[config.mk]
export PLATFORM = sky130hd
export DESIGN_NAME = lcd_line_composer
export DESIGN_NICKNAME = d
export VERILOG_FILES = /design/src/rtl/lcd_line_composer.sv
export SDC_FILE = /design/constraint.sdc
export NUM_CORES = 1
export LEC_CHECK = 0
export ABC_AREA = 1
export CORE_ASPECT_RATIO = 1.2
export CORE_UTILIZATION = 35
export DETAILED_ROUTE_END_ITERATION = 8
export PLACE_DENSITY = 0.73
export SLEW_MARGIN = 20
export SYNTH_ARGS = -nofsm -noshare
export SYNTH_HDL_FRONTEND = slang
export SYNTH_SLANG_ARGS = --single-unit
[constraint.sdc]
create_clock -name clk -period 3.64 [get_ports clk]
set_input_delay 0.728 -clock clk [delete_from_list [all_inputs] [get_ports clk]]
set_output_delay 0.728 -clock clk [all_outputs]
set_load 0.1 [all_outputs]
[src/rtl/lcd_line_composer.sv]
// lcd_line_composer: binary-to-decimal/hex formatter for a 16x2 text LCD.
// Optional macro LCD_ZERO_BLANK_EN blanks leading decimal zeros on line1.
module lcd_line_composer (
    input  logic         clk,
    input  logic         reset,
    input  logic         start,
    input  logic [15:0]  value,
    output logic [127:0] line1,
    output logic [127:0] line2,
    output logic         busy,
    output logic         done
);

    typedef enum logic [1:0] {
        IDLE  = 2'd0,
        SHIFT = 2'd1,
        PACK  = 2'd2
    } state_t;

    localparam logic [127:0] BLANK    = {16{8'h20}};
    localparam logic [31:0]  DEC_TAG  = 32'h4445_433A;
    localparam logic [31:0]  HEX_TAG  = 32'h4845_583A;

    state_t        state_q, state_d;
    logic [15:0]   value_q, value_d;
    logic [15:0]   bin_q, bin_d;
    logic [19:0]   bcd_q, bcd_d;
    logic [19:0]   bcd_adj;
    logic [4:0]    cnt_q, cnt_d;
    logic [127:0]  line1_q, line1_d;
    logic [127:0]  line2_q, line2_d;
    logic          done_q;
    logic [7:0]    dch [5];
    logic [3:0]    blank;

    function automatic logic [7:0] hex_char(input logic [3:0] n);
        if (n < 4'd10) begin
            return 8'h30 + {4'h0, n};
        end
        return 8'h37 + {4'h0, n};
    endfunction

    // State register
    always_ff @(posedge clk or posedge reset) begin
        if (reset) begin
            state_q <= IDLE;
        end else begin
            state_q <= state_d;
        end
    end

    // Next-state logic: 1 accept edge, 16 shift edges, 1 pack edge
    always_comb begin
        state_d = state_q;
        unique case (state_q)
            IDLE:    if (start) state_d = SHIFT;
            SHIFT:   if (cnt_q == 5'd1) state_d = PACK;
            PACK:    state_d = IDLE;
            default: state_d = IDLE;
        endcase
    end

    // Output logic
    always_comb begin
        busy  = (state_q != IDLE);
        done  = done_q;
        line1 = line1_q;
        line2 = line2_q;
    end

    // Double-dabble correction: add 3 to every BCD nibble that is >= 5
    always_comb begin
        bcd_adj = bcd_q;
        for (int i = 0; i < 5; i++) begin
            if (bcd_q[i*4 +: 4] >= 4'd5) begin
                bcd_adj[i*4 +: 4] = bcd_q[i*4 +: 4] + 4'd3;
            end
        end
    end

    // Datapath next-state: latch operand on start, shift during SHIFT
    always_comb begin
        value_d = value_q;
        bin_d   = bin_q;
        bcd_d   = bcd_q;
        cnt_d   = cnt_q;
        unique case (state_q)
            IDLE: begin
                if (start) begin
                    value_d = value;
                    bin_d   = value;
                    bcd_d   = '0;
                    cnt_d   = 5'd16;
                end
            end
            SHIFT: begin
                {bcd_d, bin_d} = {bcd_adj[18:0], bin_q, 1'b0};
                cnt_d          = cnt_q - 5'd1;
            end
            default: ;
        endcase
    end

    // Datapath registers
    always_ff @(posedge clk or posedge reset) begin
        if (reset) begin
            value_q <= '0;
            bin_q   <= '0;
            bcd_q   <= '0;
            cnt_q   <= '0;
        end else begin
            value_q <= value_d;
            bin_q   <= bin_d;
            bcd_q   <= bcd_d;
            cnt_q   <= cnt_d;
        end
    end

    // Leading-zero blanking mask for the four upper decimal digits
    always_comb begin
        blank = '0;
`ifdef LCD_ZERO_BLANK_EN
        blank[3] = (bcd_q[19:16] == 4'd0);
        blank[2] = blank[3] && (bcd_q[15:12] == 4'd0);
        blank[1] = blank[2] && (bcd_q[11:8] == 4'd0);
        blank[0] = blank[1] && (bcd_q[7:4] == 4'd0);
`endif
    end

    // Text formatting of both lines from the finished BCD and latched value
    always_comb begin
        dch[0] = blank[3] ? 8'h20 : {4'h3, bcd_q[19:16]};
        dch[1] = blank[2] ? 8'h20 : {4'h3, bcd_q[15:12]};
        dch[2] = blank[1] ? 8'h20 : {4'h3, bcd_q[11:8]};
        dch[3] = blank[0] ? 8'h20 : {4'h3, bcd_q[7:4]};
        dch[4] = {4'h3, bcd_q[3:0]};
        line1_d = {DEC_TAG, dch[0], dch[1], dch[2], dch[3], dch[4],
                   {7{8'h20}}};
        line2_d = {HEX_TAG,
                   hex_char(value_q[15:12]), hex_char(value_q[11:8]),
                   hex_char(value_q[7:4]),   hex_char(value_q[3:0]),
                   {8{8'h20}}};
    end

    // Line registers update only in PACK and otherwise hold steady
    always_ff @(posedge clk or posedge reset) begin
        if (reset) begin
            line1_q <= BLANK;
            line2_q <= BLANK;
            done_q  <= 1'b0;
        end else begin
            done_q <= (state_q == PACK);
            if (state_q == PACK) begin
                line1_q <= line1_d;
                line2_q <= line2_d;
            end
        end
    end

endmodule

==> results of run 1 <==
==> layout make-up <==
class                      count  area [µm²]
fill                        1899       11300
sequential                   110        2760
multi-input combinational    555        2550
timing repair buffer         105         956
tap                          252         315
inverter                      63         241
clock buffer                   9         225
clock inverter                 7        56.3
==> cells in the mapped netlist (all sizes together) <==
library cell  instances  area [µm²]
ha                   16         200
buf                 223        1720
o31ai                 1        7.51
or2                   1        6.26
clkbuf                1        3.75
xor2                  3        26.3
nand4                12        75.1
nand2               174         666
o21ai                74         404
dfstp                 5         131
o21a                  4        30.0
a21oi                 8        51.3
nand3                44         238
inv                  63         239
nor2                 38         150
dfrtp               105        2630
o22ai                 1        6.26
o21bai                4        30.0
conb                  2        7.51
==> worst min path at each step <==
stage,startpoint,to,cells after the start
6_report,value_q[4],line2[72],1
3_5_place_dp,value_q[4],line2[72],1
4_1_cts,value_q[4],line2[72],1
5_1_grt,value_q[4],line2[72],1
2_1_floorplan,value_q[12],line2[88],1
3_3_place_gp,value_q[8],line2[80],1
==> stage by stage <==
step / area (µm²) / hold slack, ps / instances
6_report: 7100 / 454 / 1101
5_1_grt: 7100 / 485 / 1101
4_1_cts: 7100 / 452 / 1101
3_5_place_dp: 6820 / 441 / 1085
3_3_place_gp: 6820 / 434 / 1085
2_1_floorplan: 7260 / 425 / 952
==> report_power, final <==
| group | switching (mW) | internal [mW] | leakage [nW] |
|---|---|---|---|
| logic | 2.90 | 0.784 | 2.20 |
| clock network | 0.470 | 0.472 | 0.130 |
| registers | 0.298 | 1.67 | 1.33 |
==> registers in the layout, summed over array words and instances, names as in the netlist <==
signal,count
line1,22
value_q,16
state_q,2
cnt_q,5
line2,28
bin_q,16
bcd_q,20
done,1
==> logic make-up (layout without fill, tap and decap cells) <==
group	after synthesis	count (layout)	share of synthesized area (%)
and+or+nand+nor	269	269	17.2
other	2	175	0.114
xor gates and xnor gates	3	3	0.397
DFF	110	110	41.7
buffers and inverters	287	184	29.6
AOI/OAI and AO/OA	92	92	8.00
adders and majority gates	16	16	3.03
==> metal layers <==
metal | vias up | wire length [µm] | global-route usage, %
met3 | 9 | 702 | 2.98
met2 | 161 | 6580 | 23.6
met4 | 0 | 83 | 2.72
met5 | - | 0 | 0
li1 | 2209 | - | -
met1 | 2111 | 5070 | 14.5
==> metrics.cfg, run 1 <==
[final_layout]
antennaDiodeCount=0
layout_common_cells=175 x conb_1, 171 x nand2_1, 105 x dfrtp_1
final_util_pct=38.6
mostFrequentLayoutCell=conb_1
nets=879
syn2layout_area_growth_pct=7.34
drive_gt1_share_pct=10.1

[yosys]
syn_avg_cell_area_um2=8.49
yosysWarnings=0
yosys.cell_types.count=33
netlist_instances=779
syn_area_um2=6620
ys_seq_area_share_pct=41.7
ys_ff_latch=110

[setup_path]
cp-startpoint=line2[77]
path_cells=clkdlybuf4s50_1
cp-endpoint=line2[77]
critPathLaunchType=flip-flop
r2r_end=line2[76]
cp_num_cells=1
cp-end-kind=primary output
r2r_setup_slack_ps=1730
crit_fanout=2
reg2reg_from=state_q[0]
timing_worst_setup_path_type=flip-flop to primary output
cpLargestDelayFamily=buffers and inverters
slowest_stage=clkdlybuf4s50_1
worstPathRequired_ps=2910
worst-path-buf-inv=1
r2r_cells=6
crit_arrival_ps=2030
slowest_delay_ps=1130

[sta]
final-hold-violation-count=0
period_needed_ps=2750
tns_ps=0
setup_violations=0
slew_violations=0
tightestPinTransition_ps=1010
max_freq_ghz=0.363
finalClockSkew_ps=13.1
fin_ws_ps=886
rsz0062_at_grt=false
period_share_pct=75.7
slew_headroom_pct=32.6

[floorplanning]
die_y_um=153
core_area_um2=18400
dieArea_um2=19500
io_pins=277
num_rows=54
die_w_um=128
initial_utilization_pct=36.0

[routing]
drcViolationCount=0
vias=4490
wl_per_cell_um=11.3
first_iter_violations=94
ant_nets=0
routed_wl_um=12400
viasPerCell=4.08
dr.pass1.iters=4

[grt]
grt_start_max_net_pins=71
grt_pass1_vias=4002
grt_pass1_wl_um=19800
overflow=0
grt_usage_pct=12.7
antenna_found_initial=1

[clocking]
clk_pin_slew_worst_paths_ps=80
cts_resized=0
cts_setup_buffers=0
cts-root-buf=clkbuf_16
clock_latency_ps=350
clk_path_buf_depth=2
cts_tree=built
cts_hold_buf=0
htree_levels=3
cts_buffers=9
clock-sinks=110

[placed_design]
dp.final_hpwl_um=9150
gp_congestion=0.806
port_buffers=101
dp_slack_ps=1260

[pwr]
power.density_nw_per_um2=929
ir_worst_vdd_v=0.000436
p_total_mw=6.60
power_leakage_nw=3.66

[job]
drv_cap=0

[min_path]
min-delay-path-class=flip-flop to flip-flop

[run_status]
status=finished, final reports clean

No activity file was read; power rests on OpenSTA's default activity.
==> run 2, diff against run 1 <==
- clock period: 3.64 -> 2.5 ns (I/O delays scaled with it)
==> run 2 against run 1 <==
Highest routed layer unchanged. Total power is 45% higher. Clock power grew 48%. Clock skew fell by 6.5 ps. Largest power group unchanged. Global-route usage is 0.26 points higher. Final area is 3.7% higher. Register-to-register slack worse by 950 ps. Sequential share of layout area decreased by 1.4 points. Sequential cell count unchanged. Clock-buffer cell count grew 2. Via count grew 0.47%. Worst hold slack worse by 2.0 ps. Core utilization is 1.4 points higher.
==> metrics.cfg, run 2 (synthesis gave the netlist of run 1 again) <==
[run_status]
status=finished, final reports clean

[pwr]
power_leakage_nw=3.91  ; +6.7%
ir_worst_vdd_v=0.000604  ; +39%
power.density_nw_per_um2=1300  ; +40%

[routing]
first_iter_violations=184  ; +96%
wl_per_cell_um=11.4  ; +0.86%
drcViolationCount=0  ; unchanged
ant_nets=0  ; unchanged
dr.pass1.iters=4  ; unchanged
vias=4511  ; +0.47%
routed_wl_um=12600  ; +1.2%
viasPerCell=4.08  ; +0.10%

[floorplanning]
num_rows=54  ; unchanged
core_area_um2=18400  ; unchanged
dieArea_um2=19500  ; unchanged
die_w_um=128  ; unchanged
io_pins=277  ; unchanged
initial_utilization_pct=36.0  ; unchanged
die_y_um=153  ; unchanged

[setup_path]
critPathLaunchType=flip-flop
worstPathRequired_ps=2000  ; -910 ps
cp-end-kind=primary output
crit_arrival_ps=1310  ; -720 ps
crit_fanout=3  ; +1
timing_worst_setup_path_type=flip-flop to primary output

[sta]
tns_ps=0  ; unchanged
setup_violations=0  ; unchanged
max_freq_ghz=0.552
slew_violations=0  ; unchanged
final-hold-violation-count=0  ; unchanged
finalClockSkew_ps=6.67  ; -6.47 ps
tightestPinTransition_ps=593  ; -415 ps
rsz0062_at_grt=false
slew_headroom_pct=60.4  ; +28 points
period_needed_ps=1810
period_share_pct=72.5

[placed_design]
dp.final_hpwl_um=9430  ; +3.0%
place_inst=1087  ; +0.18%
gp_congestion=0.778  ; -3.4%
placed_cell_area_um2=7080  ; +3.8%
port_buffers=101  ; unchanged

[clocking]
cts_resized=0  ; unchanged
clock_latency_ps=350  ; about the same
cts_hold_buf=0  ; unchanged
htree_levels=3  ; unchanged
cts_setup_buffers=0  ; unchanged
clock-sinks=110  ; unchanged
cts_buffers=9  ; unchanged
cts_tree=built
cts-root-buf=clkbuf_16
clk_path_buf_depth=2  ; unchanged
clk_pin_slew_worst_paths_ps=70  ; about the same

[final_layout]
largest_reg_flops=28  ; unchanged
drive_gt1_share_pct=15.4  ; +5.3 points
stdcell_area_um2=7360  ; +3.7%
mostFrequentLayoutCell=conb_1
stdcell_count=1105  ; +0.36%
syn2layout_area_growth_pct=11.3
nFillCells=1851  ; -2.5%
layout_common_cells=175 x conb_1, 171 x nand2_1, 105 x dfrtp_1
nets=881  ; +0.23%

[grt]
grt_start_max_net_pins=111  ; +56%
overflow=0  ; unchanged
top_usage_layer=met2
grtUsageMet1_pct=15.2  ; +0.66 points
grt_pass1_vias=3980  ; -0.55%
met2_usage_pct=23.3  ; -0.29 points
antenna_found_initial=2  ; +1
grtUsageMet3_pct=3.30  ; +0.32 points
grt_usage_pct=12.9  ; +0.26 points
grt_pass1_wl_um=20200  ; +1.7%

[job]
drv_cap=0  ; unchanged

[min_path]
min-delay-path-class=flip-flop to flip-flop

-- run 2: routing by layer --
layer / wire [µm] / vias up
met5: 0 / -
met4: 162 / 0
met3: 859 / 16
met2: 6660 / 193
met1: 4900 / 2089
li1: - / 2213
-- run 2: area by class of cell --
type | instances | area (µm²) | area share [%]
sequential | 110 | 2760 | 37.5
multi-input combinational | 555 | 2550 | 34.6
timing repair buffer | 107 | 1210 | 16.4
tap | 252 | 315 | 4.28
clock buffer | 11 | 243 | 3.30
inverter | 63 | 243 | 3.30
clock inverter | 5 | 41.3 | 0.561
antenna | 2 | 5.00 | 0.0680
-- run 2: path summary, 6_finish.rpt --
kind	startpoint	endpoint	slack [ps]	cells past startpoint
worst max-delay path	state_q[1]	busy	690	3
worst min-delay path	value_q[4]	line2[72]	450	1
worst max register to register	state_q[0]	line2[81]	780	6
worst min register to register	value_q[4]	line2[72]	450	1
max in group asynchronous	reset	bcd_q[16]	1390	3
min in group asynchronous	reset	line2[91]	650	3
-- run 2: stage by stage --
step | utilization [%] | worst slack [ps] | hold slack (ps) | total power, mW
after floorplan | - | 251 | 425 | 7.57
after global placement | 38.5 | 593 | 432 | 8.13
after detailed placement | 38.5 | 567 | 443 | 8.25
after CTS | 40.0 | 679 | 448 | 9.68
after global routing | 40.0 | 612 | 474 | 10.2
final | 40.1 | 688 | 452 | 9.59
-- run 2: report_power, final --
part / total (mW) / internal [mW] / switching (mW)
Sequential: 2.88 / 2.43 / 0.445
Clock: 1.39 / 0.718 / 0.675
Combinational: 5.32 / 1.10 / 4.22
Total: 9.59 / 4.24 / 5.34
-- run 2: critical path, cell delays in order, from the launching register on --
cell and delay (ps):
dfrtp_1 470, inv_2 110, nand2_1 100, buf_4 290
